**config.mk**
```make
export PLATFORM = sky130hd
export DESIGN_NAME = alu_arbiter
export DESIGN_NICKNAME = d
export VERILOG_FILES = /design/src/rtl/alu_arbiter.sv
export SDC_FILE = /design/constraint.sdc
export NUM_CORES = 1
export LEC_CHECK = 0
export CAP_MARGIN = 30
export CELL_PAD_IN_SITES_DETAIL_PLACEMENT = 1
export CELL_PAD_IN_SITES_GLOBAL_PLACEMENT = 2
export CORE_MARGIN = 1.5
export CORE_UTILIZATION = 36
export DETAILED_ROUTE_END_ITERATION = 10
export PLACE_DENSITY_LB_ADDON = 0.1
export SLEW_MARGIN = 20
export SYNTH_ARGS = -nofsm -noshare
export SYNTH_HDL_FRONTEND = slang
export SYNTH_SLANG_ARGS = --single-unit
```
**constraint.sdc**
```tcl
create_clock -name clk -period 16.4 [get_ports clk]
set_input_delay 4.1 -clock clk [delete_from_list [all_inputs] [get_ports clk]]
set_output_delay 4.1 -clock clk [all_outputs]
set_load 0.02 [all_outputs]
```
**src/rtl/alu_arbiter.sv**
```systemverilog
// ---------------------------------------------------------------------------
// alu_arbiter
//   Two requesters share one ALU with a single registered result slot.
//   A requester is granted when the slot is free: it is empty, or it is
//   being consumed in the same cycle. The ALU result is captured on the
//   grant edge and presented one cycle later until the consumer takes it.
//
//   Optional feature macro: ALU_ARB_ROUND_ROBIN_EN
//     defined   : on a tie the requester that was not last granted wins
//     undefined : requester 0 always wins a tie; no pointer register exists
//
// Ports
//   clk                     single clock, rising edge
//   rst                     synchronous, active-high reset
//   req0_valid / req1_valid requester has an operation
//   req0_ready / req1_ready operation accepted this cycle (combinational)
//   req0_op / req1_op       opcode: 0 AND, 1 OR, 2 XOR, 3 ADD, 4 SUB,
//                           5 SLT (signed), 6 SLL, 7 SRL
//   req0_a/b, req1_a/b      WIDTH-bit operands
//   rsp_valid               result slot holds a result
//   rsp_ready               consumer takes the result this cycle
//   rsp_id                  requester that produced the held result
//   rsp_data                held result
//   rsp_zero                rsp_data == 0
//
// FSM states
//   state | meaning
//   ------+-----------------------------------------------
//   EMPTY | no result held, rsp_valid = 0
//   FULL  | result held and presented, rsp_valid = 1
// ---------------------------------------------------------------------------
module alu_arbiter #(
   parameter int WIDTH = 32
) (
   input  logic             clk,
   input  logic             rst,
   input  logic             req0_valid,
   output logic             req0_ready,
   input  logic [2:0]       req0_op,
   input  logic [WIDTH-1:0] req0_a,
   input  logic [WIDTH-1:0] req0_b,
   input  logic             req1_valid,
   output logic             req1_ready,
   input  logic [2:0]       req1_op,
   input  logic [WIDTH-1:0] req1_a,
   input  logic [WIDTH-1:0] req1_b,
   output logic             rsp_valid,
   input  logic             rsp_ready,
   output logic             rsp_id,
   output logic [WIDTH-1:0] rsp_data,
   output logic             rsp_zero
);

   localparam int SHW = $clog2(WIDTH);

   localparam logic [2:0] OP_AND = 3'd0;
   localparam logic [2:0] OP_OR  = 3'd1;
   localparam logic [2:0] OP_XOR = 3'd2;
   localparam logic [2:0] OP_ADD = 3'd3;
   localparam logic [2:0] OP_SUB = 3'd4;
   localparam logic [2:0] OP_SLT = 3'd5;
   localparam logic [2:0] OP_SLL = 3'd6;
   localparam logic [2:0] OP_SRL = 3'd7;

   typedef enum logic {
      EMPTY = 1'b0,
      FULL  = 1'b1
   } state_t;

   state_t           state;
   state_t           state_nxt;

   logic             slot_free;
   logic             grant_ok;
   logic             grant;
   logic             sel;
   logic             tie_to1;

   logic [2:0]       op;
   logic [WIDTH-1:0] opa;
   logic [WIDTH-1:0] opb;
   logic [SHW-1:0]   shamt;
   logic             lt;
   logic [WIDTH-1:0] alu_result;

   // ------------------------------------------------------------------------
   // Tie-break selection
   // ------------------------------------------------------------------------
`ifdef ALU_ARB_ROUND_ROBIN_EN
   logic last_grant;

   // Requester 1 wins a tie only when requester 0 was granted last.
   assign tie_to1 = ~last_grant;

   always_ff @(posedge clk) begin
      if (rst) begin
         last_grant <= 1'b1;
      end else if (grant) begin
         last_grant <= sel;
      end
   end
`else
   assign tie_to1 = 1'b0;
`endif

   // ------------------------------------------------------------------------
   // Grant logic
   // ------------------------------------------------------------------------
   // The slot can be refilled in the same cycle it is drained, which gives
   // back-to-back results with no bubble.
   assign slot_free = (state == EMPTY) || rsp_ready;
   assign grant_ok  = !rst && slot_free;

   always_comb begin
      req0_ready = 1'b0;
      req1_ready = 1'b0;
      if (grant_ok) begin
         if (req0_valid && req1_valid) begin
            req0_ready = ~tie_to1;
            req1_ready = tie_to1;
         end else begin
            req0_ready = req0_valid;
            req1_ready = req1_valid;
         end
      end
   end

   assign grant = req0_ready | req1_ready;
   assign sel   = req1_ready;

   // ------------------------------------------------------------------------
   // ALU on the selected requester's operands
   // ------------------------------------------------------------------------
   assign op    = sel ? req1_op : req0_op;
   assign opa   = sel ? req1_a  : req0_a;
   assign opb   = sel ? req1_b  : req0_b;
   assign shamt = opb[SHW-1:0];
   assign lt    = $signed(opa) < $signed(opb);

   always_comb begin
      alu_result = '0;
      case (op)
         OP_AND:  alu_result = opa & opb;
         OP_OR:   alu_result = opa | opb;
         OP_XOR:  alu_result = opa ^ opb;
         OP_ADD:  alu_result = opa + opb;
         OP_SUB:  alu_result = opa - opb;
         OP_SLT:  alu_result = {{(WIDTH-1){1'b0}}, lt};
         OP_SLL:  alu_result = opa << shamt;
         OP_SRL:  alu_result = opa >> shamt;
         default: alu_result = '0;
      endcase
   end

   // ------------------------------------------------------------------------
   // Slot FSM
   // ------------------------------------------------------------------------
   always_ff @(posedge clk) begin
      if (rst) begin
         state <= EMPTY;
      end else begin
         state <= state_nxt;
      end
   end

   always_comb begin
      state_nxt = state;
      case (state)
         EMPTY: begin
            if (grant) begin
               state_nxt = FULL;
            end
         end
         FULL: begin
            if (rsp_ready && !grant) begin
               state_nxt = EMPTY;
            end
         end
         default: state_nxt = EMPTY;
      endcase
   end

   assign rsp_valid = (state == FULL);

   // ------------------------------------------------------------------------
   // Result registers: loaded only on a grant, so they hold while stalled.
   // ------------------------------------------------------------------------
   always_ff @(posedge clk) begin
      if (rst) begin
         rsp_data <= '0;
         rsp_id   <= 1'b0;
         rsp_zero <= 1'b0;
      end else if (grant) begin
         rsp_data <= alu_result;
         rsp_id   <= sel;
         rsp_zero <= (alu_result == '0);
      end
   end

endmodule

```
Word-level counts from Yosys, hierarchy flattened
Cells that the tools add are included.

word-level totals
  bits of input ports = 139
  bits in registers = 35
  output and inout port bits = 37
  logic and storage cells = 40

operators by class
  bitwise logic cells = 5
  muxes and demuxes = 11
  shift operators = 2
  add/sub/neg operators = 2
  order comparisons = 1
  reductions and logical operators = 8
  equality and inequality tests = 7

operator list
  kind                                                  count
  one-hot mux 32 bit (8 select lines)                   1
  2-to-1 mux 32 bit                                     2
  adder 32 bit                                          1
  bitwise AND 32 bit                                    1
  logical NOT 32 bit                                    1
  < comparator 32 bit                                   1
  OR 32 bit                                             1
  << shifter 32 x 5 -> 32 bit                           1
  right shift 32 x 5 -> 32 bit                          1
  subtractor 32 bit                                     1
  XOR 32 bit                                            1
  equality test 3 bit (second input constant)           4
  equality test 3 x 2 -> 1 bit (second input constant)  2
  2-to-1 mux 1 bit                                      6
  equality test 3 x 1 -> 1 bit (second input constant)  1
  logical AND 1 bit                                     3
  logical NOT 3 bit                                     1
  2-to-1 mux 3 bit                                      1
  logical NOT 1 bit                                     2
  one-hot mux 1 bit (2 select lines)                    1
  logical OR 1 bit                                      1
  NOT 1 bit                                             1
  OR 1 bit                                              1

Longest topological paths before layout
Gate-level depths: netlist (run 1).

  depth after elaboration = 9
  gate-level depth with buffers = 28
  mapped depth without buffers = 20

Worst setup path after synthesis (run 1)
No wires, ideal clock.

  path type = input-to-output
  start = input port rsp_ready
  end = output port req1_ready
  stages on the path = 11
  arrival = 6281 ps
  required time = 12300 ps
  setup slack = 6019 ps
  cell sequence = nand2b_1 -> buf_2 -> nand3_4 -> inv_2 -> buf_4 -> buf_2 -> buf_2 -> buf_2 -> buf_2 -> clkbuf_1 -> clkbuf_1

between the ends
  word-level cells in the longest chain between the ends = 3

RTL lines
  what               line  source
  start, declared    48    input logic rsp_ready,
  logical OR 1 bit   111   assign slot_free = (state == EMPTY) || rsp_ready;
  logical AND 1 bit  112   assign grant_ok = !rst && slot_free;
  2-to-1 mux 1 bit   117   if (grant_ok) begin
  end, declared      43    output logic req1_ready,

Every way passes these cells.

Worst setup path after layout (run 1)
  start = input port rst
  end = register rsp_zero

between the ends
  word-level cells in the longest chain between the ends = 7

RTL lines
  what                                       line  source
  start, declared                            36    input logic rst,
  logical NOT 1 bit                          112
  logical AND 1 bit                          112
  2-to-1 mux 1 bit                           117
  2-to-1 mux 32 bit (tied with other cells)  135   assign opa = sel ? req1_a : req0_a;
  subtractor 32 bit (tied with other cells)  147   OP_SUB: alu_result = opa - opb;
  one-hot mux 32 bit (8 select lines)        142   case (op)
  logical NOT 32 bit                         196   rsp_zero <= (alu_result == '0);
  end signal, assigned                       196
  end, declared                              51    output logic rsp_zero

Several ways; a longest one is shown, not always the timed one.
A chain may end at the register's enable or synchronous reset.

==> results.py, run 1 <==
metrics = {
    "synth": {
        "yosysTopAreaCellShare_pct": 9.51,
        "yosys.area_share.adder_pct": 7.83,
        "ys_seq_area_share_pct": 4.29,
        "synth-compound-area-share_pct": 27.5,
        "synth_cell_types": 94,
        "synthXorXnorAreaFrac_pct": 1.02,
        "synthSimpleGateAreaFrac_pct": 25.4,
        "synthArstFlopShare_pct": 0,
        "synth_area_leaders": "mux4_2 9.5%, mux2i_1 9.3%, nand2_1 8.4%",
        "synthCells": 2348,
        "yosysWarnings": 0,
        "synth_top_area_cell": "mux4_2",
        "synth_top_family_by_area": "compound AO/OA/AOI/OAI gates",
        "synthFlopType": "dfxtp_1",
        "synth_edf_count": 0,
        "synth_area_per_cell_um2": 6.96,
        "ys_ff_latch": 35,
        "synth_mux_area_share_pct": 25.5,
        "synth_area_um2": 16300,
        "synth.net_count": 2588,
    },
    "drt": {
        "routed_wl_um": 106000,
        "num_vias": 21076,
        "firstDrtPassIters": 5,
        "wl_per_cell_um": 35.5,
        "drc": 0,
        "drt-initial-drc-count": 2726,
        "via_per_inst": 7.07,
        "postRouteAntennaNets": 0,
    },
    "floorplan": {
        "io_pins": 176,
        "rows": 77,
        "die_w_um": 216,
        "initial_utilization_pct": 36.7,
        "core_um2": 44500,
        "die_area_um2": 46700,
        "chipHeight_um": 216,
    },
    "global_routing": {
        "grt_usage_pct": 44.1,
        "grt_max_degree": 64,
        "grt_pass1_vias": 20615,
        "grt_pass1_wl_um": 152000,
        "overflow": 0,
        "antenna_found_initial": 4,
    },
    "placement": {
        "dpl-instance-area_um2": 18400,
        "place_congestion": 1.06,
        "dpl.cell_count": 2973,
        "place_hpwl_um": 81100,
        "port_buffers": 175,
    },
    "cts": {
        "htreeDepth": 2,
        "cts_tree": "done",
        "insertion_delay_ns": 0.31,
        "cts_sinks": 35,
        "cts_resized": 0,
        "clk_pin_slew_ns": 0.07,
        "postCtsSetupBuffers": 0,
        "cts_made_buffers": 5,
        "cts_root_buf": "clkbuf_16",
        "cts.path.max_buffers": 2,
        "holdBufCountCts": 0,
    },
    "setup_path": {
        "worstPathArrival_ns": 11.12,
        "crit_chain": "buf_2 -> buf_4 -> inv_2 -> nand3_4 -> inv_6 -> buf_4 -> nand2_1 -> nand2_1 -> inv_1 -> ha_1 -> or3b_1 -> a2111o_1 -> a21oi_1 -> o21ai_0 -> o211ai_1 -> xnor2_1 -> a2111oi_0 -> o32ai_1 -> nor4_1 -> nand4_1 -> o31ai_2",
        "worstSetupPathType": "in -> reg",
        "max_stage_delay_ns": 0.80,
        "startpoint_type": "primary input",
        "crit_path_max_fanout": 63,
        "crit_path_end_kind": "register",
        "crit_required_ns": 16.62,
        "cp_slowest_cell": "a2111oi_0",
        "regToRegSetupSlack_ns": 9.64,
    },
    "sta": {
        "finalCritPeriodShare_pct": 66.4,
        "setup-violations-final": 0,
        "period_needed_ns": 10.89,
        "slew_violations": 0,
        "relSlewSlack_pct": 19.8,
        "whs_ns": 0.455,
        "max_freq_ghz": 0.0918,
        "hold_viol_final": 0,
        "rsz0062_at_grt": "no",
        "tightest_slew_ns": 1.20,
        "setup_tns_ns": 0,
        "finClkSkew_ns": 0.00980,
    },
    "finish": {
        "fin_area_um2": 18600,
        "syn_to_final_growth_pct": 13.7,
        "final_nets": 2629,
        "instances_no_fill": 2982,
        "nFillCells": 5678,
        "seqCellArea_um2": 701,
        "multi_input_area_um2": 14300,
        "drive_above_1_share_pct": 12.6,
    },
    "power": {
        "p_leak_nw": 7.44,
        "ir_drop_uv": 33.4,
        "power_density_nw_per_um2": 53.6,
    },
    "job": {
        "drv_cap": 0,
    },
    "hold_path": {
        "hp-class": "reg -> reg",
    },
    "outcome": {
        "status": "finished clean",
    },
}
[critical path: cells and delay by family]
family / cells / cell delay (ns)
adder cells (fa/ha/maj): 1 / 0.24
buffers and inverters: 6 / 2.20
AO/OA/AOI/OAI: 7 / 2.82
XOR/XNOR: 1 / 0.17
AND/OR/NAND/NOR: 6 / 1.51
[through the flow]
stage	power, mW	worst slack [ns]	utilization (%)
finish	0.996	5.51	41.7
CTS	0.965	5.60	41.7
global route	1.03	5.19	41.7
floorplan	0.549	6.02	-
detailed placement	0.853	5.34	41.4
global placement	0.845	5.44	41.3
[synthesized netlist by cell type, drive strengths merged, types with 12 or more instances]
master and count:
nand2 365, nor4 26, nand4 33, a211oi 32, nor2 208, nor3 64
and2 15, o22ai 25, o32a 14, clkbuf 117, mux2i 153, buf 101
inv 104, ha 99, a221oi 12, nand3 61, dfxtp 35, nand2b 16
mux4 69, a21oi 158, xnor2 12, o21ai 108, a21o 16, o31ai 30
or3 15, o2111ai 13, mux2 95, nor2b 24, a211o 12, o32ai 12
o21bai 12, and3 21, o211ai 44, o311ai 13, a31oi 35
[final timing paths]
path / startpoint / to / cells past startpoint
worst max-delay path: rst / rsp_zero / 21
worst min-delay path: rsp_data[26] / rsp_data[26] / 2
worst max register to register: rsp_valid / rsp_zero / 20
worst min register to register: rsp_data[26] / rsp_data[26] / 2
[layout make-up]
class                           instances  share of cell area [%]
Multi-Input combinational cell       1990                    77.0
Timing Repair Buffer                  252                    12.3
Tap cell                              592                    3.99
Sequential cell                        35                    3.77
Inverter                              105                    2.15
Clock buffer                            6                   0.748
Clock inverter                          1                  0.0270
Antenna cell                            1                  0.0135
[state kept, by name (all words and copies together), names as in the netlist]
name       flops
rsp_data      32
rsp_id         1
rsp_valid      1
rsp_zero       1
[metal layers]
layer | part of all wire, % | track usage, % | vias up
met3 | 11 | 10.1 | 299
met4 | 5.6 | 20.3 | 4
met5 | 0.025 | 0 | -
li1 | - | - | 8822
met2 | 42 | 66.2 | 1509
met1 | 41 | 59.7 | 10442
[where the power goes]
part           leakage (nW)  switching [mW]  internal, mW  total (mW)
clock                0.0727          0.0494        0.0598       0.109
combinational          7.09           0.521         0.267       0.788
sequential            0.287         0.00582        0.0925      0.0984
total                  7.44           0.576         0.420       0.996
[cells by family (layout without fill, tap and decap cells)]
| group | after synthesis | count (layout) |
|---|---|---|
| compound gates | 654 | 654 |
| simple gates | 899 | 899 |
| mux | 317 | 317 |
| fa+ha+maj | 101 | 101 |
| buf+inv | 323 | 364 |
| other cells | 0 | 1 |
| xor+xnor | 19 | 19 |
| flops | 35 | 35 |
[cell usage in the layout, fill, tap and decap left out, types with 9 or more instances in the layout]
master           count
inv_1               98
nor2b_1             23
and3_1              21
o21ai_0            103
a211o_1             12
o32ai_1             12
dfxtp_1             35
and2_1              14
a211oi_1            32
mux2_2              94
a311oi_1            11
nor3_1              64
a21oi_1            157
o221ai_1             9
mux4_2              69
o21a_1              11
o311ai_0            10
clkdlybuf4s50_1    168
a21o_1              16
o32a_1              14
nand2b_1            16
a31oi_1             35
a221oi_1            12
o31ai_1             23
ha_1                99
nand3_1             60
xnor2_1             12
nor4_1              25
buf_4               76
or3_1               15
o22ai_1             25
nor2_1             206
nand4_1             33
nand2_1            364
o2111ai_1           13
o211ai_1            44
o21bai_1            12
mux2i_1            151
(Power assumes the default switching activity.)
==> inputs of run 2 (changes only) <==
--- a/config.mk
+++ b/config.mk
@@ -9,7 +9,7 @@
 export CELL_PAD_IN_SITES_DETAIL_PLACEMENT = 1
 export CELL_PAD_IN_SITES_GLOBAL_PLACEMENT = 2
 export CORE_MARGIN = 1.5
-export CORE_UTILIZATION = 36
+export CORE_UTILIZATION = 31
 export DETAILED_ROUTE_END_ITERATION = 10
 export PLACE_DENSITY_LB_ADDON = 0.1
 export SLEW_MARGIN = 20
==> constraint.sdc (replaced) <==
create_clock -name clk -period 8.75 [get_ports clk]
set_input_delay 2.1875 -clock clk [delete_from_list [all_inputs] [get_ports clk]]
set_output_delay 2.1875 -clock clk [all_outputs]
set_load 0.02 [all_outputs]
==> run 2 against run 1 <==
Power is 90% higher. Critical path depth shrank 1. Utilization fell by 4.8 points. Cell count up 4.8%. Final area rose by 2.9%. Worst hold slack lost 0.0014 ns. Global-route usage shrank 4.2 points. Clock power up 70%. Routed wire length is 4.7% higher. Largest power group unchanged.
==> results.py, run 2 (same netlist as run 1, synthesis figures left out) <==
metrics = {
    "cts": {
        "postCtsSetupBuffers": 0,
        "cts_tree": "done",
        "cts_resized": 0,
        "clk_pin_slew_ns": 0.06,
        "insertion_delay_ns": 0.29,
        "cts.path.max_buffers": 2,
        "cts_made_buffers": 5,
        "cts_root_buf": "clkbuf_16",
        "holdBufCountCts": 0,
        "cts_sinks": 35,
        "htreeDepth": 2,
    },
    "setup_path": {
        "startpoint_type": "primary input",
        "max_stage_delay_ns": 0.86,
        "crit_path_end_kind": "register",
        "crit_top_cell": "a21oi_1",
        "crit_chain": "clkdlybuf4s50_1 -> and2b_2 -> nand3_4 -> inv_6 -> buf_4 -> nand2_1 -> nand2_1 -> ha_1 -> nor2_1 -> o21ai_0 -> a21oi_1 -> o31ai_1 -> a21oi_1 -> a21oi_1 -> mux2i_1 -> o32a_1 -> or4_1 -> nor4b_2 -> nand4_1 -> o31ai_2",
        "worstSetupPathType": "in -> reg",
        "crit_path_max_fanout": 26,
        "worstPathArrival_ns": 8.23,
        "crit_required_ns": 8.96,
        "ff2ff_path_depth": 19,
        "cp_slowest_cell": "o31ai_1",
    },
    "placement": {
        "port_buffers": 175,
        "place_hpwl_um": 86800,
        "place_congestion": 1.04,
        "dpl-instance-area_um2": 18900,
        "dpl.cell_count": 3114,
    },
    "finish": {
        "postLayoutCoreUtil_pct": 36.9,
        "final_nets": 2682,
        "most-common-layout-cells": "364 x nand2_1, 206 x nor2_1, 167 x clkdlybuf4s50_1",
        "final_common_cell": "nand2_1",
        "drive_above_1_share_pct": 14.5,
        "top_register": "rsp_data",
        "syn_to_final_growth_pct": 16.9,
        "fin_area_um2": 19100,
        "largest_reg_flops": 32,
        "instances_no_fill": 3124,
    },
    "global_routing": {
        "use_met1_pct": 54.9,
        "grt_pass1_wl_um": 157000,
        "overflow": 0,
        "antenna_found_initial": 5,
        "grt_pass1_vias": 20609,
        "grt_most_used_layer": "met2",
        "grt_usage_pct": 40.0,
        "grt_use_met2_pct": 60.1,
        "grt_max_degree": 57,
        "grtUsageMet3_pct": 8.66,
    },
    "power": {
        "power_density_nw_per_um2": 99.2,
        "p_leak_nw": 7.70,
        "ir_drop_uv": 69.4,
    },
    "sta": {
        "finalCritPeriodShare_pct": 91.6,
        "tightest_slew_ns": 1.11,
        "relSlewSlack_pct": 26.0,
        "slew_violations": 0,
        "max_freq_ghz": 0.125,
        "hold_viol_final": 0,
        "setup_tns_ns": 0,
        "period_needed_ns": 8.02,
        "rsz0062_at_grt": "no",
        "finClkSkew_ns": 0.00937,
        "setup-violations-final": 0,
    },
    "drt": {
        "drc": 0,
        "via_per_inst": 6.78,
        "routed_wl_um": 111000,
        "num_vias": 21174,
        "postRouteAntennaNets": 0,
        "wl_per_cell_um": 35.5,
        "firstDrtPassIters": 5,
        "drt-initial-drc-count": 2499,
    },
    "hold_path": {
        "hold_path_depth": 2,
        "hp-class": "reg -> reg",
    },
    "floorplan": {
        "initial_utilization_pct": 31.6,
        "die_w_um": 233,
        "chipHeight_um": 233,
        "io_pins": 176,
        "rows": 83,
        "die_area_um2": 54100,
        "core_um2": 51700,
    },
    "outcome": {
        "status": "finished clean",
    },
    "job": {
        "drv_cap": 0,
    },
}
==> run 2: cell types whose count changed in the layout (fill, tap and decap cells not counted), moves of 2 or more <==
cell / before / now
nor4_1: 25 / 23
buf_4: 76 / 127
buf_12: 0 / 2
nor4_2: 1 / 3
==> run 2: worst paths after layout <==
kind / startpoint / to / slack [ns]
setup reg to reg: rsp_valid / rsp_zero / 2.91
hold / removal: rsp_data[25] / rsp_data[25] / 0.45
setup / recovery: req1_valid / rsp_zero / 0.73
hold reg to reg: rsp_data[25] / rsp_data[25] / 0.45
==> run 2: metrics by stage <==
step	worst slack [ns]	hold WS, ns	total power [mW]
3_5_place_dp	0.564	0.449	1.66
3_3_place_gp	0.633	0.441	1.65
4_1_cts	0.848	0.458	1.85
5_1_grt	0.375	0.486	1.97
2_1_floorplan	0.816	0.530	1.03
6_report	0.731	0.454	1.89
==> run 2: power by group <==
group | switching [mW] | leakage (nW) | internal, mW
logic | 0.997 | 7.35 | 0.530
registers | 0.00954 | 0.287 | 0.174
clock network | 0.0791 | 0.0669 | 0.105
==> run 2: worst max-delay path: cells and delay by family <==
kind,cells,cell delay (ns)
muxes,1,0.14
AOI/OAI and AO/OA,7,2.23
adders and majority gates,1,0.38
and+or+nand+nor,8,1.99
buffers and inverters,3,1.27
==> run 2: final cells by class <==
cell class                 instances  area [um^2]
fill                            6470        32600
multi-input combinational       1990        14300
timing repair buffer             305         2710
tap                              680          851
sequential                        35          701
inverter                         105          399
clock buffer                       6          129
clock inverter                     2         12.5
antenna                            1         2.50
==> run 2: per-layer routing <==
metal,part of all wire (%),vias up
li1,-,8937
met1,43,10700
met2,42,1285
met3,9.2,246
met4,5.0,6
met5,0.031,-
==> inputs of run 3 (changes only) <==
--- a/config.mk
+++ b/config.mk
@@ -11,6 +11,7 @@
 export CORE_MARGIN = 1.5
 export CORE_UTILIZATION = 31
 export DETAILED_ROUTE_END_ITERATION = 10
+export MAX_ROUTING_LAYER = met4
 export PLACE_DENSITY_LB_ADDON = 0.1
 export SLEW_MARGIN = 20
 export SYNTH_ARGS = -nofsm -noshare
==> run 3 against run 2 <==
Global-route usage rose by 1.7 points. Sequential cell count unchanged. Non-clock buffer count is 7 higher. Clock skew is 0.0031 ns lower. Register-to-register slack worse by 0.31 ns. Setup slack got worse by 0.33 ns. Largest cell class unchanged.
==> results.py, run 3 (same netlist as run 1, synthesis figures left out) <==
metrics = {
    "finish": {
        "final_nets": 2689,
        "syn_to_final_growth_pct": 17.4,
        "drive_above_1_share_pct": 14.8,
        "final_common_cell": "nand2_1",
        "postLayoutCoreUtil_pct": 37.1,
        "most-common-layout-cells": "364 x nand2_1, 206 x nor2_1, 167 x clkdlybuf4s50_1",
        "multi_input_area_um2": 14300,
        "top_register": "rsp_data",
        "fin_area_um2": 19200,
        "seqCellArea_um2": 701,
        "nFillCells": 6461,
        "largest_reg_flops": 32,
    },
    "drt": {
        "drc": 0,
        "routed_wl_um": 112000,
        "drt-initial-drc-count": 2649,
        "postRouteAntennaNets": 0,
        "wl_per_cell_um": 35.7,
        "num_vias": 21135,
        "via_per_inst": 6.74,
        "firstDrtPassIters": 5,
    },
    "global_routing": {
        "use_met1_pct": 56.8,
        "overflow": 0,
        "grt_pass1_vias": 20683,
        "grt_most_used_layer": "met2",
        "grt_use_met2_pct": 60.4,
        "grtUsageMet3_pct": 7.50,
        "grt_usage_pct": 41.7,
        "grt_max_degree": 103,
        "grt_pass1_wl_um": 159000,
        "antenna_found_initial": 3,
    },
    "cts": {
        "cts_root_buf": "clkbuf_16",
        "cts.path.max_buffers": 2,
        "cts_sinks": 35,
        "htreeDepth": 2,
        "holdBufCountCts": 0,
        "insertion_delay_ns": 0.29,
        "cts_resized": 0,
        "postCtsSetupBuffers": 0,
        "clk_pin_slew_ns": 0.06,
        "cts_made_buffers": 5,
        "cts_tree": "done",
    },
    "placement": {
        "place_hpwl_um": 87600,
        "port_buffers": 175,
        "dpl-instance-area_um2": 19000,
        "place_congestion": 1.04,
    },
    "floorplan": {
        "die_w_um": 233,
        "core_um2": 51700,
        "io_pins": 176,
        "die_area_um2": 54100,
        "chipHeight_um": 233,
        "rows": 83,
        "initial_utilization_pct": 31.6,
    },
    "sta": {
        "setup_tns_ns": 0,
        "slew_violations": 0,
        "rsz0062_at_grt": "no",
        "period_needed_ns": 8.35,
        "setup-violations-final": 0,
        "finalCritPeriodShare_pct": 95.4,
        "max_freq_ghz": 0.120,
        "relSlewSlack_pct": 22.4,
        "finClkSkew_ns": 0.00625,
        "hold_viol_final": 0,
        "tightest_slew_ns": 1.15,
    },
    "power": {
        "p_leak_nw": 7.74,
        "p_total_mw": 1.91,
        "power_density_nw_per_um2": 99.6,
        "ir_drop_uv": 71.0,
    },
    "hold_path": {
        "hold_path_depth": 2,
        "hp-class": "reg -> reg",
    },
    "setup_path": {
        "crit_path_end_kind": "register",
        "startpoint_type": "primary input",
        "worstPathArrival_ns": 8.55,
        "cp_slowest_cell": "a211oi_1",
        "crit_required_ns": 8.95,
        "worstSetupPathType": "in -> reg",
        "max_stage_delay_ns": 0.55,
        "ff2ff_path_depth": 19,
        "crit_path_max_fanout": 31,
        "crit_chain": "clkdlybuf4s50_1 -> and2b_2 -> nand3_4 -> inv_6 -> buf_4 -> nand2_1 -> nand2_1 -> ha_1 -> a21oi_1 -> o21ai_0 -> a32o_1 -> a211oi_1 -> o21ai_0 -> a2bb2oi_1 -> o32ai_1 -> buf_4 -> nand4_1 -> nor4b_2 -> nand4_1 -> o31ai_2",
    },
    "outcome": {
        "status": "finished clean",
    },
    "job": {
        "drv_cap": 0,
    },
}
-- run 3: cell types whose count changed in the layout (fill, tap and decap cells not counted), sizes merged --
| cell | previous run | this run |
|---|---|---|
| buf | 137 | 144 |
| diode | 1 | 5 |
| clkinvlp | 1 | 0 |
-- run 3: per-stage QoR --
stage | std cells | hold WS (ns) | setup WS [ns]
2_1_floorplan | 2348 | 0.530 | 0.816
3_3_place_gp | 3114 | 0.440 | 0.367
3_5_place_dp | 3121 | 0.448 | 0.412
4_1_cts | 3128 | 0.457 | 0.682
5_1_grt | 3132 | 0.476 | 0.356
6_report | 3134 | 0.456 | 0.401
-- run 3: metal layers --
metal / vias up / routed length [um]
met1: 10618 / 48300
met4: 0 / 5660
met5: - / 0
met2: 1327 / 47400
li1: 8953 / -
met3: 237 / 10700
-- run 3: path summary, 6_finish.rpt --
check,from,end,slack (ns)
max reg2reg,rsp_valid,rsp_zero,2.60
min reg2reg,rsp_data[24],rsp_data[24],0.46
max,req0_valid,rsp_zero,0.40
min,rsp_data[24],rsp_data[24],0.46
-- run 3: cell type report --
cell class	instances	area share, %
Clock buffer	6	0.724
Clock inverter	1	0.0261
Inverter	105	2.08
Tap cell	680	4.44
Multi-Input combinational cell	1990	74.5
Timing Repair Buffer	312	14.5
Antenna cell	5	0.0652
Sequential cell	35	3.65
-- run 3: report_power, final --
part | switching (mW) | internal [mW]
registers | 0.00973 | 0.174
logic | 1.01 | 0.533
clock network | 0.0762 | 0.111
-- run 3: critical path, delay by kind of cell --
family                     cells  cell delay, ns
AOI/OAI and AO/OA              8            2.82
buffers and inverters          4            1.32
and+or+nand+nor                7            1.68
adders and majority gates      1            0.47
